### src/rtl/register_file_mp_pkg.sv
// Shared types and helpers for the multi-read-port register file.
// Holds the FSM state encoding and the address-width helper.
package rf_pkg;

    typedef enum logic {
        RF_CLEAR = 1'b0,
        RF_RUN   = 1'b1
    } rf_state_t;

    // Address width for a given depth; a depth of 2 still needs one address bit.
    function automatic int rf_aw(int depth);
        int aw;
        aw = 1;
        while ((1 << aw) < depth) begin
            aw++;
        end
        return aw;
    endfunction

endpackage

### src/rtl/register_file_mp_if.sv
// Write/read bus of the multi-read-port register file.
// AW must equal rf_aw(DEPTH) of the attached register file.
interface register_file_mp_if #(
    parameter int WIDTH  = 32,
    parameter int AW     = 5,
    parameter int NUM_RD = 2
);
    logic                      rf_en;
    logic [AW-1:0]             write_addr;
    logic [WIDTH-1:0]          write_data;
    logic [NUM_RD*AW-1:0]      read_addr;
    logic [NUM_RD*WIDTH-1:0]   read_data;
    logic                      ready;

    modport master (
        output rf_en, write_addr, write_data, read_addr,
        input  read_data, ready
    );

    modport slave (
        input  rf_en, write_addr, write_data, read_addr,
        output read_data, ready
    );
endinterface

### src/rtl/register_file_mp_read_port.sv
// One combinational read port: forces zero while clearing or on the hardwired
// zero entry, otherwise forwards same-cycle write data or returns the array word.
module rf_read_port #(
    parameter int WIDTH    = 32,
    parameter int AW       = 5,
    parameter int ZERO_REG = 1,
    parameter int BYPASS   = 1
) (
    input  logic             running,
    input  logic [AW-1:0]    addr,
    input  logic [WIDTH-1:0] mem_data,
    input  logic             wr_en,
    input  logic [AW-1:0]    wr_addr,
    input  logic [WIDTH-1:0] wr_data,
    output logic [WIDTH-1:0] data
);
    logic is_zero_entry;
    logic bypass_hit;

    assign is_zero_entry = (ZERO_REG != 0) && (addr == '0);
    assign bypass_hit    = (BYPASS != 0) && wr_en && (addr == wr_addr);

    always_comb begin
        data = mem_data;
        if (!running || is_zero_entry) begin
            data = '0;
        end else if (bypass_hit) begin
            data = wr_data;
        end
    end
endmodule

### src/rtl/register_file_mp.sv
// Parametrised single-write, multi-read register file with a post-reset clear
// sweep that zeroes the array one entry per cycle before accepting writes.
module register_file_mp
    import rf_pkg::*;
#(
    parameter int WIDTH    = 32,
    parameter int DEPTH    = 32,
    parameter int NUM_RD   = 2,
    parameter int ZERO_REG = 1,
    parameter int BYPASS   = 1
) (
    input  logic               clk,
    input  logic               rst,
    register_file_mp_if.slave  bus
);
    localparam int AW = rf_aw(DEPTH);
    localparam logic [AW:0] LAST_IDX = (AW+1)'(DEPTH - 1);

    rf_state_t        state_reg, state_next;
    logic [AW:0]      sweep_idx_reg, sweep_idx_next;
    logic             ready_reg, ready_next;

    logic             mem_we;
    logic [AW-1:0]    mem_waddr;
    logic [WIDTH-1:0] mem_wdata;
    logic [WIDTH-1:0] mem [DEPTH];

    always_ff @(posedge clk) begin
        if (rst) begin
            state_reg     <= RF_CLEAR;
            sweep_idx_reg <= '0;
            ready_reg     <= 1'b0;
        end else begin
            state_reg     <= state_next;
            sweep_idx_reg <= sweep_idx_next;
            ready_reg     <= ready_next;
        end
    end

    // The sweep counter only advances in CLEAR, so it parks at DEPTH once running.
    always_comb begin
        state_next     = state_reg;
        sweep_idx_next = sweep_idx_reg;
        ready_next     = ready_reg;
        mem_we         = 1'b0;
        mem_waddr      = bus.write_addr;
        mem_wdata      = bus.write_data;
        unique case (state_reg)
            RF_CLEAR: begin
                mem_we         = 1'b1;
                mem_waddr      = sweep_idx_reg[AW-1:0];
                mem_wdata      = '0;
                sweep_idx_next = sweep_idx_reg + (AW+1)'(1);
                if (sweep_idx_reg == LAST_IDX) begin
                    state_next = RF_RUN;
                    ready_next = 1'b1;
                end
            end
            RF_RUN: begin
                mem_we = bus.rf_en && !((ZERO_REG != 0) && (bus.write_addr == '0));
            end
        endcase
    end

    // Array has no reset of its own; a held reset must not disturb its contents.
    always_ff @(posedge clk) begin
        if (mem_we && !rst) begin
            mem[mem_waddr] <= mem_wdata;
        end
    end

    assign bus.ready = ready_reg;

    for (genvar gi = 0; gi < NUM_RD; gi++) begin : g_rd
        logic [AW-1:0]    addr;
        logic [WIDTH-1:0] data;

        assign addr = bus.read_addr[gi*AW +: AW];

        rf_read_port #(
            .WIDTH    (WIDTH),
            .AW       (AW),
            .ZERO_REG (ZERO_REG),
            .BYPASS   (BYPASS)
        ) u_port (
            .running  (state_reg == RF_RUN),
            .addr     (addr),
            .mem_data (mem[addr]),
            .wr_en    (bus.rf_en),
            .wr_addr  (bus.write_addr),
            .wr_data  (bus.write_data),
            .data     (data)
        );

        assign bus.read_data[gi*WIDTH +: WIDTH] = data;
    end
endmodule

### src/flat_wrapper.sv
// flat-port wrapper written by rule: the top's interface ports become plain ports
module register_file_mp_flat import rf_pkg::*;
#(
    parameter int WIDTH    = 32,
    parameter int DEPTH    = 32,
    parameter int NUM_RD   = 2,
    parameter int ZERO_REG = 1,
    parameter int BYPASS   = 1
)
  (clk, rst, bus_rf_en, bus_write_addr, bus_write_data, bus_read_addr, bus_read_data, bus_ready);
  register_file_mp_if #(.WIDTH(WIDTH), .AW(5), .NUM_RD(NUM_RD)) bus_i ();
  input  logic clk;
  input  logic rst;
  input wire logic [$bits(bus_i.rf_en)-1:0] bus_rf_en;
  input wire logic [$bits(bus_i.write_addr)-1:0] bus_write_addr;
  input wire logic [$bits(bus_i.write_data)-1:0] bus_write_data;
  input wire logic [$bits(bus_i.read_addr)-1:0] bus_read_addr;
  output wire logic [$bits(bus_i.read_data)-1:0] bus_read_data;
  output wire logic [$bits(bus_i.ready)-1:0] bus_ready;
  assign bus_i.rf_en = bus_rf_en;
  assign bus_i.write_addr = bus_write_addr;
  assign bus_i.write_data = bus_write_data;
  assign bus_i.read_addr = bus_read_addr;
  assign bus_read_data = bus_i.read_data;
  assign bus_ready = bus_i.ready;
  register_file_mp #(.WIDTH(WIDTH), .DEPTH(DEPTH), .NUM_RD(NUM_RD), .ZERO_REG(ZERO_REG), .BYPASS(BYPASS)) u_core (.clk(clk), .rst(rst), .bus(bus_i));
endmodule
### config.mk
export PLATFORM = sky130hd
export DESIGN_NAME = register_file_mp_flat
export DESIGN_NICKNAME = d
export VERILOG_FILES = /design/src/rtl/register_file_mp_pkg.sv /design/src/rtl/register_file_mp_if.sv /design/src/rtl/register_file_mp_read_port.sv /design/src/rtl/register_file_mp.sv /design/src/flat_wrapper.sv
export SDC_FILE = /design/constraint.sdc
export NUM_CORES = 1
export LEC_CHECK = 0
export CELL_PAD_IN_SITES_DETAIL_PLACEMENT = 1
export CELL_PAD_IN_SITES_GLOBAL_PLACEMENT = 2
export CORE_MARGIN = 1.5
export CORE_UTILIZATION = 50
export CTS_BUF_LIST = sky130_fd_sc_hd__clkbuf_8
export CTS_CLUSTER_DIAMETER = 100
export DETAILED_ROUTE_END_ITERATION = 7
export PLACE_DENSITY = 0.8
export SETUP_SLACK_MARGIN = 0.05
export SKIP_LAST_GASP = 1
export SLEW_MARGIN = 30
export SYNTH_ARGS = -nofsm -noshare
export SYNTH_HDL_FRONTEND = slang
export SYNTH_SLANG_ARGS = --single-unit
### constraint.sdc
create_clock -name clk -period 4 [get_ports clk]
set_input_delay 1 -clock clk [delete_from_list [all_inputs] [get_ports clk]]
set_output_delay 1 -clock clk [all_outputs]
set_load 0.05 [all_outputs]
==> metrics.csv <==
metric,value,unit
failing checks,negative setup slack,
routed length per instance,40.37,um
WP data required,3.00,ns
Initial Utilization,50.42,%
Post-synth EDFFs,1024,
Clock transition at path regs,0.06,ns
"Max FO, Critical Path",7,
Final min period,4.448,ns
Total Routing Usage GR,38.00,%
leakage,21.53,nW
Rows,114,
number of global-route vias before repair,36370,
"commonest non-fill, non-tap cell in the layout",edfxtp_1,
yosys warns,0,
first-pass GRT wire length,265.8,mm
family with the most delay on the worst path,multiplexers,
Core Area,96710,sq um
"Remaining Overflow, GRT",0,
FF-to-FF path depth,6,
clk_skew,0.05535,ns
Final Wtd Congestion,0.8953,
multi-input logic area,18280,sq um
Yosys cell types,47,
Max Cap Viol,0,
critical path startpoint category,primary input,
final net count,3434,
vias per inst,7.253,
Crit Path Class,primary input to output port,
Die Y-Extent,315.3,um
"Seq/Total Area, Yosys",63.39,%
DRC errors left,0,
fin. max-slew vios,0,
"antenna viol nets, final",0,
final setup fails,63,
Seq. cell area,30910,sq um
TritonCTS clock tree,built,
Iter 0 DRT Violations,5153,
IO Port Bufs,114,
Tightest Hold Check Type,flip-flop to flip-flop,
worst path bufs/invs,5,
clock sink count,1032,
hpwl dp,115.2,mm
combinational family with the most area after synthesis,multiplexers,
TritonCTS Buffers,172,
pwr dens,375.5,nW/um^2
syn nets,2785,
critical path's slowest cell,mux2i_2,
FILL cells,8278,
area share of fa/ha/maj cells after synthesis,0.02566,%
cell mode on critical path,buf_16,
CP Depth,9,
Worst Setup End Kind,output port,
worst skew pair latency,0.90,ns
layout cells sized above 1,43.63,%
Post-Synth XOR/XNOR Area,0.2515,%
Post-Synth Simple-Gate Area,1.773,%
Synth-to-Final Area Change,28.08,%
Via Count,34760,
number of flip-flops in the largest register,1024,
Mapped Cells,2734,
headroom to the max-slew limit,24.25,%
maximum root-to-sink buffer count,3,
hold bufs inserted after CTS,0,
#FFs+latches synth,1032,
I/O pin count,115,
DIE WIDTH,315.3,um
DIE AREA,99400,sq um
compound-cell area share of the yosys netlist,7.737,%
CTS HTree Levels,4,
antenna violations before repair,7,
utilization after layout,64.58,%
largest net degree at the start of global routing,39,
Worst-Margin Slew,1.134,ns
arrival time worst endpoint,3.45,ns
Post-synth top flop,edfxtp_1,
most frequent cells in the layout,"1024 x edfxtp_1, 376 x buf_4, 355 x mux4_2, 311 x mux2i_1, 179 x clkbuf_8",
DRT Pass-1 Iters,6,
Root Driver,clkbuf_8,
Synth async-reset ratio,0,%
FMAX,0.2248,GHz
endpoints failing hold,0,
final setup margin,-0.4481,ns
dpl ws,-0.4661,ns
"Largest stage delay, worst path",0.56,ns
Mapped Area,48760,sq um
total power,0.02345,W
average size of a mapped cell,17.83,sq um
status,"finished, violations left",
crit-path cells,"buf_16, buf_16, buf_4, buf_12, mux4_2, mux2i_2, a21oi_4, a221o_1, buf_6",
Hold Crit Depth,2,
fin crit share,111.2,%
mux cell area share after synthesis,24.48,%
Post-Route WL,193.5,mm
RSZ-0062 raised after global routing,true,
worst vdd ir,0.3284,mV
setup_tns,-10.81,ns
-- worst reg2reg max path, stage by stage (launching register included) --
cell and delay, ns:
dfxtp_2 0.33, buf_4 0.40, mux2i_1 0.53, nand2_1 0.50
nor2_4 0.59, buf_16 0.25, buf_12 0.21
-- final cells by class --
class,count,share of cell area (%)
Sequential cell,1032,49.50
Tap cell,1276,2.556
Clock buffer,179,3.945
Antenna cell,3,0.01202
Timing Repair Buffer,698,13.55
Clock inverter,126,1.100
Inverter,9,0.07012
Multi-Input combinational cell,1470,29.27
-- per-layer routing --
| layer | up-vias | global-route usage, % | part of all wire [%] |
|---|---|---|---|
| li1 | 13080 | - | - |
| met1 | 18150 | 48.01 | 35 |
| met2 | 2772 | 60.38 | 47 |
| met3 | 750 | 9.249 | 11 |
| met4 | 6 | 21.49 | 6.6 |
| met5 | - | 0 | 0.020 |
-- Yosys cell counts, drive strengths merged (2+ instances only) --
cell	instances	area, sq um
a2111oi	2	17.52
mux2i	323	3233
nand2	51	191.4
mux4	355	7995
or3	2	12.51
dfxtp	8	160.2
a221o	61	610.6
edfxtp	1024	30750
clkbuf	113	424.2
nand3	3	15.01
nor3	8	40.04
a221oi	126	1104
o21a	2	15.01
a211oi	2	15.01
nor2b	4	25.02
a21oi	95	475.5
buf	111	680.7
xnor2	9	78.83
nor4	4	25.02
inv	8	30.03
mux2	63	709.4
o221ai	31	271.5
nor2	83	314.1
nand4	3	18.77
xor2	5	43.79
and2	31	193.9
o21ai	101	505.5
a22oi	93	698.2
-- worst paths after layout --
path,startpoint,end,slack [ns]
worst max register to register,u_core.state_reg,u_core.mem[7][4],0.85
worst min register to register,u_core.sweep_idx_reg[5],u_core.sweep_idx_reg[5],0.52
worst max-delay path,bus_read_addr[5],bus_read_data[57],-0.45
worst min-delay path,u_core.sweep_idx_reg[5],u_core.sweep_idx_reg[5],0.52
-- what timing repair did --
item,in CTS,in global routing
pin swaps,30,52
gates cloned,22,8
gates resized for setup,260,141
endpoints found under the setup margin,64,64
buffers inserted,46,20
-- cells by family (layout without fill, tap and decap cells) --
logic type,count (synthesis),count (layout)
compound gates,520,520
xor+xnor,14,14
fa+ha+maj,1,1
buf+inv,233,1012
flops,1032,1032
mux,741,741
other cells,0,3
simple gates,193,194
-- stage by stage --
step | cell area (sq um) | hold WS [ns] | instances
after floorplan | 48800 | 0.4585 | 2734
after global placement | 55940 | 0.4762 | 4391
after detailed placement | 56030 | 0.4997 | 4395
after CTS | 61310 | 0.5211 | 4767
after global routing | 62450 | 0.5425 | 4792
final | 62450 | 0.5185 | 4793
-- where the power goes --
| part | switching (W) | internal [W] |
|---|---|---|
| clock network | 0.00455 | 0.00446 |
| logic | 0.00138 | 0.00122 |
| registers | 0.0000400 | 0.0118 |
No activity file was read; power rests on OpenSTA's default activity.
==> RTL change, RTL diff (same settings) <==
`WIDTH` is set to 32 in 4 places; all go to 40.
--- a/src/rtl/register_file_mp_if.sv
+++ b/src/rtl/register_file_mp_if.sv
@@ -3,3 +3,3 @@
 interface register_file_mp_if #(
-    parameter int WIDTH  = 32,
+    parameter int WIDTH  = 40,
     parameter int AW     = 5,
--- a/src/rtl/register_file_mp_read_port.sv
+++ b/src/rtl/register_file_mp_read_port.sv
@@ -3,3 +3,3 @@
 module rf_read_port #(
-    parameter int WIDTH    = 32,
+    parameter int WIDTH    = 40,
     parameter int AW       = 5,
--- a/src/rtl/register_file_mp.sv
+++ b/src/rtl/register_file_mp.sv
@@ -5,3 +5,3 @@
 #(
-    parameter int WIDTH    = 32,
+    parameter int WIDTH    = 40,
     parameter int DEPTH    = 32,
--- a/src/flat_wrapper.sv
+++ b/src/flat_wrapper.sv
@@ -3,3 +3,3 @@
 #(
-    parameter int WIDTH    = 32,
+    parameter int WIDTH    = 40,
     parameter int DEPTH    = 32,
Interface: changed (resized bus_read_data and bus_write_data); port bits go from 115 to 139. No check against the original RTL was run, so the function may have changed too.
==> RTL change against the unedited design <==
  * The run still ends with setup timing left
  * Power is 24% higher
  * Routed wire length is 25% higher
  * Synthesized area is 26% higher
  * Via count is 24% higher
  * Setup slack better by 250 ps
  * Register-to-register slack better by 250 ps
  * Non-clock buffer count is 68 higher
  * Design area is 25% higher
  * Sequential cell count is 256 higher
  * Critical path depth is 3 higher
  * Critical path type unchanged
  * Critical endpoint is now bus_read_data[75]
==> RTL change: results <==
{
  "clock_latency_ps": 980,
  "worst_pin_slew_ps": 895,
  "wl_met2_mm": 114,
  "netlist_top_cells_count": "1280 x edfxtp_1, 481 x mux2i_1, 404 x mux4_2",
  "synth_edf_count": 1280,
  "portBuffers": 138,
  "drtIter0Drc": 6165,
  "p_leak_nw": 27.7,
  "grt_max_degree": 42,
  "vdd_drop_max_v": 0.000366,
  "largest_reg_flops": 1280,
  "skew_ps": 40.3,
  "dpl.hpwl_mm": 145,
  "internal_power_w": 0.0216,
  "layout_setup_ws_ps": -200,
  "pre_cts_slack_ps": -456,
  "outcome": "finished with violations",
  "finalSetupViolations": 62,
  "violations": "setup timing",
  "ys_seq_area_share_pct": 62.9,
  "syn_nets": 3577,
  "synth_area_leaders": "edfxtp_1 63%, mux4_2 15%, mux2i_1 7.8%",
  "routed_wl_mm": 242,
  "via_per_inst": 7.21,
  "dr_wl_met3_mm": 25.9,
  "track_usage_pct": 37.4,
  "placed_area_sq_um": 69900
}
==> RTL change: cell types whose count changed after synthesis, sizes merged, moves of 31 or more <==
cell / delta
mux4: +49
buf: +49
nor2: -32
nand2: +47
o21bai: +78
edfxtp: +256
a221oi: +107
mux2i: +158
a21oi: +65
o221ai: -31
a211o: +77
a221o: -61
==> RTL change: layout make-up <==
cell class | instances | share of cell area [%]
clock buffers | 222 | 3.91
flip-flops and latches | 1288 | 49.4
clock inverters | 156 | 1.02
multi-input cells | 1929 | 29.8
repair buffers | 766 | 13.2
inverters | 8 | 0.0384
well taps | 1625 | 2.60
diodes | 3 | 0.00960
==> RTL change: cell families after synthesis <==
group | after synthesis | synth area share [%]
flops | 1288 | 62.9
mux | 965 | 24.1
compound gates | 728 | 8.57
fa+ha+maj | 1 | 0.0204
buf+inv | 301 | 2.59
xor+xnor | 14 | 0.200
simple gates | 221 | 1.63
==> RTL change: critical path: stages <==
cell and delay (ps):
buf_16 150, buf_12 160, xnor2_2 110, nand4_1 250, buf_6 220, o211ai_1 190, buf_4 180, buf_4 120
buf_12 160, a21oi_1 110, a211o_4 370, buf_12 160
==> RTL change: worst paths after layout <==
path,end,slack (ps),cells after the start
setup / recovery,bus_read_data[75],-200,12
hold / removal,u_core.bus.ready$_SDFFE_PP0P_,480,2
setup reg to reg,u_core.mem[18][29]$_DFFE_PP_,1100,5
hold reg to reg,u_core.bus.ready$_SDFFE_PP0P_,480,2
==> RTL change: metal layers <==
metal / vias up / track usage, %
li1: 16400 / -
met1: 22600 / 47.7
met2: 3332 / 59.2
met3: 836 / 8.44
met4: 4 / 21.7
met5: - / 0.302
==> RTL change: power by group through the flow <==
stage          combinational (W)  clock, W  sequential, W
6_report                 0.00320    0.0110         0.0148
5_1_grt                  0.00327    0.0116         0.0148
4_1_cts                  0.00291    0.0110         0.0148
3_5_place_dp             0.00263         0         0.0150
3_3_place_gp             0.00259         0         0.0150
2_1_floorplan            0.00144         0         0.0150
==> RTL change: what timing repair did <==
action                                 in CTS  in global routing
cloned                                     25                 14
endpoints found under the hold margin       0                  0
gates resized for setup                   262                295
setup endpoints to repair                  80                 80
pin swaps                                  56                 99
setup buffers                              55                 51
==> RTL change: through the flow <==
step	instances	hold slack (ps)	util [%]	setup TNS, ps	total power (W)
2_1_floorplan	3518	459	-	-45400	0.0165
3_3_place_gp	5483	453	57.3	-23360	0.0176
5_1_grt	5996	520	64.2	-7040	0.0296
3_5_place_dp	5484	466	57.3	-28680	0.0177
6_report	5997	476	64.2	-6430	0.0290
4_1_cts	5941	483	62.5	-2220	0.0286
